$ cat config.mk
export PLATFORM = sky130hd
export DESIGN_NAME = imem_dmem_arbiter
export DESIGN_NICKNAME = d
export VERILOG_FILES = /design/src/rtl/imem_dmem_arbiter.sv
export SDC_FILE = /design/constraint.sdc
export NUM_CORES = 1
export LEC_CHECK = 0
export ABC_AREA = 1
export BUFFER_PORTS_ARGS = -buffer_cell sky130_fd_sc_hd__buf_2
export CAP_MARGIN = 20
export CORE_MARGIN = 2
export CORE_UTILIZATION = 42
export CTS_CLUSTER_DIAMETER = 60
export CTS_CLUSTER_SIZE = 8
export DETAILED_ROUTE_END_ITERATION = 6
export PLACE_DENSITY_LB_ADDON = 0.08
export SYNTH_ARGS = -nofsm -noshare
export SYNTH_HDL_FRONTEND = slang
export SYNTH_SLANG_ARGS = --single-unit
$ cat constraint.sdc
create_clock -name i_clk -period 1.6 [get_ports i_clk]
set_clock_uncertainty 0.1 [all_clocks]
set_input_delay 0.24 -clock i_clk [delete_from_list [all_inputs] [get_ports i_clk]]
set_output_delay 0.24 -clock i_clk [all_outputs]
set_load 0.02 [all_outputs]
$ cat src/rtl/imem_dmem_arbiter.sv
`default_nettype none
// ============================================================================
// Module   : imem_dmem_arbiter
// Brief    : Shares one single-port memory bus between the fetch (IF) and
//            memory (DM) stages; one outstanding transaction, DM-priority with
//            a burst limit, and silent discard of flushed fetch responses.
// Revision : 1.0 - initial release
// ============================================================================
module imem_dmem_arbiter #(
  parameter int AW          = 32,
  parameter int MAX_D_BURST = 4
) (
  input  logic          i_clk,
  input  logic          i_reset,
  input  logic          i_if_req,
  input  logic [AW-1:0] i_if_addr,
  input  logic          i_flush_if,
  output logic          o_if_rvalid,
  output logic [31:0]   o_if_rdata,
  output logic          o_if_stall,
  input  logic          i_dm_req,
  input  logic          i_dm_we,
  input  logic [AW-1:0] i_dm_addr,
  input  logic [31:0]   i_dm_wdata,
  input  logic [3:0]    i_dm_wstrb,
  output logic          o_dm_rvalid,
  output logic [31:0]   o_dm_rdata,
  output logic          o_dm_stall,
  output logic          o_mem_req,
  output logic          o_mem_we,
  output logic [AW-1:0] o_mem_addr,
  output logic [31:0]   o_mem_wdata,
  output logic [3:0]    o_mem_wstrb,
  input  logic          i_mem_gnt,
  input  logic          i_mem_rvalid,
  input  logic [31:0]   i_mem_rdata,
  output logic          o_busy
);

  typedef enum logic [1:0] {
    S_IDLE = 2'd0,
    S_REQ  = 2'd1,
    S_RESP = 2'd2,
    S_DONE = 2'd3
  } state_t;

  localparam logic [3:0] C_MAX_BURST = 4'(MAX_D_BURST);

  state_t          r_state;
  state_t          w_state_nxt;
  logic            r_owner_if;
  logic            r_drop;
  logic [3:0]      r_burst_cnt;
  logic            r_mem_we;
  logic [AW-1:0]   r_mem_addr;
  logic [31:0]     r_mem_wdata;
  logic [3:0]      r_mem_wstrb;
  logic [31:0]     r_if_rdata;
  logic [31:0]     r_dm_rdata;

  logic            w_if_elig;
  logic            w_grant_dm;
  logic            w_grant_if;
  logic            w_flush_own;
  logic            w_capture;
  logic            w_if_rvalid;
  logic            w_dm_rvalid;

  // A fetch flushed in the same cycle it is requested is wrong-path already.
  assign w_if_elig   = i_if_req & ~i_flush_if;
  assign w_grant_dm  = i_dm_req & ~(w_if_elig & (r_burst_cnt == C_MAX_BURST));
  assign w_grant_if  = w_if_elig & ~w_grant_dm;
  assign w_flush_own = r_owner_if & i_flush_if;
  assign w_capture   = (r_state == S_RESP) & i_mem_rvalid;

  always_comb begin
    w_state_nxt = r_state;
    w_if_rvalid = 1'b0;
    w_dm_rvalid = 1'b0;
    case (r_state)
      S_IDLE: begin
        if (w_grant_dm | w_grant_if) w_state_nxt = S_REQ;
      end
      S_REQ: begin
        if (i_mem_gnt) w_state_nxt = S_RESP;
      end
      S_RESP: begin
        if (i_mem_rvalid) w_state_nxt = (r_drop | w_flush_own) ? S_IDLE : S_DONE;
      end
      S_DONE: begin
        w_state_nxt = S_IDLE;
        w_if_rvalid = r_owner_if & ~i_flush_if;
        w_dm_rvalid = ~r_owner_if;
      end
      default: w_state_nxt = S_IDLE;
    endcase
  end

  always_ff @(posedge i_clk or negedge i_reset) begin
    if (!i_reset) begin
      r_state     <= S_IDLE;
      r_owner_if  <= 1'b0;
      r_drop      <= 1'b0;
      r_burst_cnt <= 4'd0;
      r_mem_we    <= 1'b0;
      r_mem_addr  <= '0;
      r_mem_wdata <= 32'd0;
      r_mem_wstrb <= 4'd0;
      r_if_rdata  <= 32'd0;
      r_dm_rdata  <= 32'd0;
    end else begin
      r_state <= w_state_nxt;

      if (r_state == S_IDLE) begin
        if (w_grant_dm) begin
          r_owner_if  <= 1'b0;
          r_mem_we    <= i_dm_we;
          r_mem_addr  <= i_dm_addr;
          r_mem_wdata <= i_dm_wdata;
          r_mem_wstrb <= i_dm_we ? i_dm_wstrb : 4'd0;
          // Count only DM wins that made a waiting fetch wait longer.
          if (!i_if_req)
            r_burst_cnt <= 4'd0;
          else if (r_burst_cnt != C_MAX_BURST)
            r_burst_cnt <= r_burst_cnt + 4'd1;
        end else if (w_grant_if) begin
          r_owner_if  <= 1'b1;
          r_mem_we    <= 1'b0;
          r_mem_addr  <= i_if_addr;
          r_mem_wdata <= 32'd0;
          r_mem_wstrb <= 4'd0;
          r_burst_cnt <= 4'd0;
        end
      end

      if (w_state_nxt == S_IDLE)
        r_drop <= 1'b0;
      else if (((r_state == S_REQ) || (r_state == S_RESP)) && w_flush_own)
        r_drop <= 1'b1;

      if (w_capture) begin
        if (r_owner_if) r_if_rdata <= i_mem_rdata;
        else            r_dm_rdata <= i_mem_rdata;
      end
    end
  end

  assign o_if_rvalid = w_if_rvalid;
  assign o_dm_rvalid = w_dm_rvalid;
  assign o_if_rdata  = r_if_rdata;
  assign o_dm_rdata  = r_dm_rdata;
  assign o_if_stall  = i_if_req & ~w_if_rvalid;
  assign o_dm_stall  = i_dm_req & ~w_dm_rvalid;
  assign o_mem_req   = (r_state == S_REQ);
  assign o_mem_we    = r_mem_we;
  assign o_mem_addr  = r_mem_addr;
  assign o_mem_wdata = r_mem_wdata;
  assign o_mem_wstrb = r_mem_wstrb;
  assign o_busy      = (r_state != S_IDLE);

endmodule
`default_nettype wire

==> results of run 1 <==
cells in the final DEF (no fill, tap or decap), drive strengths merged:
master       Yosys  final
dlygate4sd3      0     74
or2              2      2
buf             19    323
ha               7      7
nand3           45     45
nand2          354    354
nand3b           1      1
dfrtp          141    141
nand4            4      4
nor2             9      9
o21a             2      2
bufinv           0      2
clkinvlp         0      3
o21ai           67     67
nor3             1      1
a21oi            3      3
clkbuf          18     27
inv             51     57
clkinv           0      3
final timing paths:
check	from	endpoint	slack (ns)	cells after the start
setup reg to reg	r_burst_cnt[0]	o_mem_wstrb[0]	-0.15	11
max in group asynchronous	i_reset	r_owner_if	0.68	3
min in group asynchronous	i_reset	o_mem_addr[16]	0.15	2
setup / recovery	r_state[0]	o_if_stall	-0.16	6
hold / removal	i_if_addr[3]	o_mem_addr[3]	0.02	5
hold reg to reg	o_mem_addr[28]	o_mem_addr[28]	0.37	2
metrics by stage:
stage	cells	area, µm²	worst slack [ns]
2_1_floorplan	724	6038	-0.02602
3_3_place_gp	1173	7821	0.03817
3_5_place_dp	1173	7821	-0.02824
4_1_cts	1286	9374	-0.1766
5_1_grt	1305	10180	-0.2133
6_report	1305	10180	-0.1604
critical path, stage by stage, from the launching register on:
cell	delay, ns
dfrtp_1	0.38
buf_6	0.13
ha_4	0.15
inv_2	0.06
nor3_2	0.04
nor2_1	0.09
buf_4	0.16
layout make-up:
cell class              count  area (µm²)  area share
clock buffers              18       439.2     0.04312
clock inverters            14       153.9     0.01511
inverters                  51       191.4     0.01880
multi-input cells         495        2621      0.2574
flip-flops and latches    141        3530      0.3466
well taps                 180       225.2     0.02211
repair buffers            406        3024      0.2969
routing by layer:
metal  vias to the layer above  wire length, µm
met4                         2              599
met2                       252            10150
met3                        51             1502
li1                       3039                -
met1                      2927             8072
met5                         -               11
registers in the layout, indices dropped and copies added, names as in the netlist:
signal and cells:
o_if_rdata 32, o_mem_addr 32, r_state 2, r_owner_if 1
o_mem_wdata 32, o_mem_wstrb 4, o_mem_we 1, o_dm_rdata 32
r_drop 1, r_burst_cnt 4
where the power goes:
group	leakage (nW)	internal [mW]	total, mW	switching [mW]
clock network	0.285	2.36	3.98	1.62
logic	3.70	3.18	8.42	5.24
registers	1.78	5.15	6.02	0.870
cell families after synthesis:
kind of cell	share of synthesized area
and+or+nand+nor	0.2768
DFF	0.5855
buffers and inverters	0.06250
AOI/OAI and AO/OA	0.06063
adders and majority gates	0.01453
repair_timing:
action                     in CTS  in global routing
buffers inserted                4                  7
hold endpoints to repair      243                  0
gates resized for setup        23                149
hold buffers                   74                  0
setup endpoints to repair      16                132
cloned                          3                 13
pin swaps                       6                 34
==> results.py, run 1 <==
metrics = {
    "global_routing": {
        "busiest_layer": "met2",
        "globalRouteMet1Util": 0.2875,
        "overflow": 0,
        "met2_usage": 0.4045,
        "grtUsageTotal": 0.2399,
        "first_global_vias": 5802,
        "antenna_found_initial": 1,
        "grt_max_degree": 49,
        "grt_pass1_wl_um": 28210,
        "grt_use_met3": 0.07280,
    },
    "sta": {
        "holdWs_ns": 0.01615,
        "min_period_ns": 1.760,
        "setup_viol": 72,
        "final_max_slew_viol_count": 0,
        "min_period_over_period": 1.100,
        "timing.fmax_mhz": 568.1,
        "rsz0062_at_grt": "true",
        "finalHoldViolations": 0,
        "slew-limit-headroom": 0.7965,
        "fin_ws_ns": -0.1604,
        "worst_pin_slew_ns": 0.3053,
        "tns_ns": -6.719,
    },
    "worst_setup_path": {
        "cp-start-kind": "register",
        "path_class": "reg -> out",
        "worstPathMaxFanout": 2,
        "end_kind": "primary output",
        "critPathArrivalTime_ns": 1.42,
        "required_ns": 1.26,
    },
    "logic_synthesis": {
        "ys_ff_latch": 141,
        "synthesis.area_um2": 6026,
        "yosysUniqueCellTypes": 23,
        "postSynthCellCount": 724,
        "synth_area_leader_cell": "dfrtp_1",
        "ys_async_sr_fraction": 1.000,
        "syn_nets": 871,
        "ys_seq_area_frac": 0.5855,
        "synth_ff_type": "dfrtp_1",
        "synth_edf_count": 0,
        "yosysMostFrequentCell": "nand2_1",
        "synth_top_cell_area_share": 0.5855,
        "syn_avg_cell_area_um2": 8.323,
        "ys_top_cells_by_area": "dfrtp_1 59%, nand2_1 22%, o21ai_0 5.6%, nand3_1 3.7%, inv_1 3.1%",
        "synth_common_cells": "353 x nand2_1, 141 x dfrtp_1, 67 x o21ai_0, 49 x inv_1, 44 x nand3_1",
        "yosys_warnings": 0,
    },
    "run_status": {
        "outcome": "complete, but fails checks",
        "violations": "setup timing",
    },
    "clock_tree": {
        "cts_tree": "done",
        "root_buffer": "clkbuf_16",
        "clk_latency_ns": 0.41,
        "clockBufferDepth": 2,
        "htreeDepth": 4,
        "clkSinkCount": 141,
        "path_clk_slew_ns": 0.06,
        "numCtsBuffers": 17,
    },
    "route": {
        "drtPass1Iterations": 4,
        "routedWlPerCell_um": 15.58,
        "drtAntennaViolNets": 0,
        "drc": 0,
        "drtIter0Drc": 346,
        "vias": 6271,
        "drt-total-wl_um": 20340,
        "viasPerCell": 4.805,
    },
    "placement": {
        "dpl.hpwl_um": 11780,
        "place.gp.congestion": 0.8383,
        "portBuffers": 278,
    },
    "floorplan": {
        "die_w_um": 123.8,
        "io_pins": 279,
        "core_area_um2": 13930,
        "die_area_um2": 15320,
        "die_y_um": 123.8,
        "initial_utilization": 0.4324,
        "fp-row-count": 43,
    },
    "power": {
        "powerDensity_nw_per_um2": 1808,
        "peakVddDrop_mv": 1.071,
        "finalPower_mw": 18.42,
        "p_leak_nw": 5.767,
    },
    "finish": {
        "postLayoutCoreUtil": 0.7309,
        "nets": 1259,
        "n_antenna_cell": 0,
        "syn_to_final_growth_pct": 69.02,
        "fill_cells": 1037,
        "layout-drive-gt1-share": 0.4284,
    },
    "hold_path": {
        "hold_path.class": "in -> reg",
    },
    "flow_run": {
        "drv_cap": 0,
    },
}
(Power assumes the default switching activity.)
==> run 2: changes to the inputs <==
--- a/config.mk
+++ b/config.mk
@@ -10,5 +10,5 @@
 export CAP_MARGIN = 20
 export CORE_MARGIN = 2
-export CORE_UTILIZATION = 42
+export CORE_UTILIZATION = 47
 export CTS_CLUSTER_DIAMETER = 60
 export CTS_CLUSTER_SIZE = 8
==> constraint.sdc (replaced) <==
create_clock -name i_clk -period 2 [get_ports i_clk]
set_clock_uncertainty 0.1 [all_clocks]
set_input_delay 0.3 -clock i_clk [delete_from_list [all_inputs] [get_ports i_clk]]
set_output_delay 0.3 -clock i_clk [all_outputs]
set_load 0.01 [all_outputs]
==> run 2 against run 1 <==
Compared with the run above: the run now ends clean; global-route usage is 0.81 points higher; combinational power shrank 46%; sequential power is 20% lower; final cell count decreased by 6.8%; clock power fell by 14%; critical path depth down 1; design area shrank 15%; first-iteration DRC count grew 40%; critical path type unchanged.
==> results.py, run 2 (same netlist as run 1, synthesis figures left out) <==
metrics = {
    "run_status": {
        "outcome": "completed",
    },
    "route": {
        "dr_wl_met3_um": 1450,
        "wl_met1_um": 6843,
        "drc": 0,
        "drtIter0Drc": 483,
        "routedWlPerCell_um": 13.88,
        "drtPass1Iterations": 5,
        "drtAntennaViolNets": 0,
        "drt-total-wl_um": 16870,
        "top_layer": "met4",
        "met2_length_um": 8197,
        "vias": 5733,
        "viasPerCell": 4.715,
    },
    "floorplan": {
        "core_area_um2": 12570,
        "initial_utilization": 0.4794,
        "fp-row-count": 41,
        "die_y_um": 117.2,
        "die_area_um2": 13740,
        "io_pins": 279,
        "die_w_um": 117.2,
    },
    "global_routing": {
        "grtUsageTotal": 0.2480,
        "overflow": 0,
        "grt_max_degree": 71,
        "first_global_vias": 5387,
        "grt_pass1_wl_um": 26240,
        "antenna_found_initial": 0,
    },
    "worst_setup_path": {
        "worstPathMaxFanout": 6,
        "r2r_cells": 8,
        "cp-endpoint": "o_if_stall",
        "end_kind": "primary output",
        "cp-startpoint": "r_state[1]",
        "cp-start-kind": "register",
        "path_class": "reg -> out",
        "critPathArrivalTime_ns": 1.47,
        "timing.rr.end": "o_mem_wdata[16]",
        "required_ns": 1.60,
        "regToRegSetupSlack_ns": 0.22,
        "timing.rr.start": "r_state[0]",
    },
    "sta": {
        "rsz0062_at_grt": "false",
        "timing.fmax_mhz": 536.0,
        "worst_pin_slew_ns": 0.3922,
        "min_period_over_period": 0.9328,
        "tns_ns": 0,
        "setup_viol": 0,
        "slew-limit-headroom": 0.7385,
        "min_period_ns": 1.866,
        "finalHoldViolations": 0,
        "final_max_slew_viol_count": 0,
    },
    "hold_path": {
        "hold_path.class": "in -> reg",
    },
    "power": {
        "p_switching_mw": 4.605,
        "netSwitchingFraction": 0.3619,
        "powerDensity_nw_per_um2": 1472,
        "finalPower_mw": 12.72,
        "pwr-share-seq": 0.376,
        "internal_power_mw": 8.119,
        "pwr-share-comb": 0.356,
        "peakVddDrop_mv": 0.9110,
        "p_clk_frac": 0.268,
        "p_leak_nw": 5.052,
    },
    "placement": {
        "dpl.hpwl_um": 11270,
        "portBuffers": 278,
        "place.gp.congestion": 0.8136,
    },
    "clock_tree": {
        "clkSinkCount": 141,
        "clockBufferDepth": 2,
        "postCtsSetupBuffers": 0,
        "numCtsBuffers": 17,
        "htreeDepth": 4,
        "path_clk_slew_ns": 0.06,
        "root_buffer": "clkbuf_16",
        "cts_tree": "done",
        "clk_latency_ns": 0.41,
    },
    "flow_run": {
        "drv_cap": 0,
    },
    "finish": {
        "n_antenna_cell": 0,
        "syn_to_final_growth_pct": 43.46,
        "nets": 1178,
        "layout-drive-gt1-share": 0.3218,
        "fill_cells": 1090,
        "layout_common_cells": "353 x nand2_1, 277 x buf_2, 141 x dfrtp_1, 67 x o21ai_0, 49 x inv_1",
        "final_common_cell": "nand2_1",
    },
}
-- run 2: cell types whose count changed in the layout (fill, tap and decap cells not counted), sizes merged --
cell,change
bufinv,+2
dlygate4sd3,-41
clkinvlp,-1
clkinv,+1
clkbuf,-7
buf,-31
inv,-4
-- run 2: how the worst min path moves through the flow --
stage,start,to,slack (ns),depth (start not counted)
floorplan,i_reset,o_dm_rdata[0],-0.1,0
global placement,i_reset,o_mem_wdata[30],0.14,1
detailed placement,i_reset,o_mem_wdata[30],0.14,1
CTS,i_dm_wstrb[1],o_mem_wstrb[1],0.01,3
global route,i_dm_wstrb[1],o_mem_wstrb[1],0.02,3
finish,i_dm_wstrb[3],o_mem_wstrb[3],0.03,3
-- run 2: cell type report --
type	instances	area, µm²	area share
clock buffer	20	466.7	0.05399
timing repair buffer	325	1921	0.2222
tap	172	215.2	0.02490
sequential	141	3528	0.4082
inverter	51	191.4	0.02215
multi-input combinational	495	2138	0.2474
clock inverter	12	183.9	0.02128
-- run 2: critical path: stages (launching register included) --
cell and delay, ns:
dfrtp_1 0.44, ha_1 0.18, inv_1 0.05, nor3_2 0.19
nor2_1 0.06, buf_2 0.14
-- run 2: metrics by stage --
stage	setup slack (ns)	instances	hold WS [ns]	utilization	instance area, µm²
6_report	0.1345	1216	0.03108	0.6878	8645
5_1_grt	0.05546	1216	0.02222	0.6878	8645
2_1_floorplan	0.3802	724	-0.09559	-	6026
3_3_place_gp	0.3245	1151	0.1369	0.6094	7659
3_5_place_dp	0.3005	1151	0.1370	0.6094	7659
4_1_cts	0.1059	1216	0.009701	0.6878	8645
-- run 2: repair_timing --
item	CTS	global route
hold buffers	33	0
hold endpoints to repair	68	0
setup endpoints to repair	2	0
resized for setup	1	0
-- run 2: per-layer routing --
metal	GRT usage	up-vias
li1	-	2855
met1	0.3124	2604
met2	0.4011	241
met3	0.07981	33
met4	0.09412	0
met5	0	-
-- run 2: power by group through the flow --
| stage | Combinational (mW) | Clock (mW) | Sequential [mW] |
|---|---|---|---|
| after global routing | 5.15 | 3.61 | 4.95 |
| after floorplan | 1.86 | 0 | 5.37 |
| after detailed placement | 4.49 | 0 | 4.78 |
| after CTS | 4.56 | 3.46 | 4.77 |
| after global placement | 4.41 | 0 | 4.78 |
| final | 4.53 | 3.41 | 4.79 |
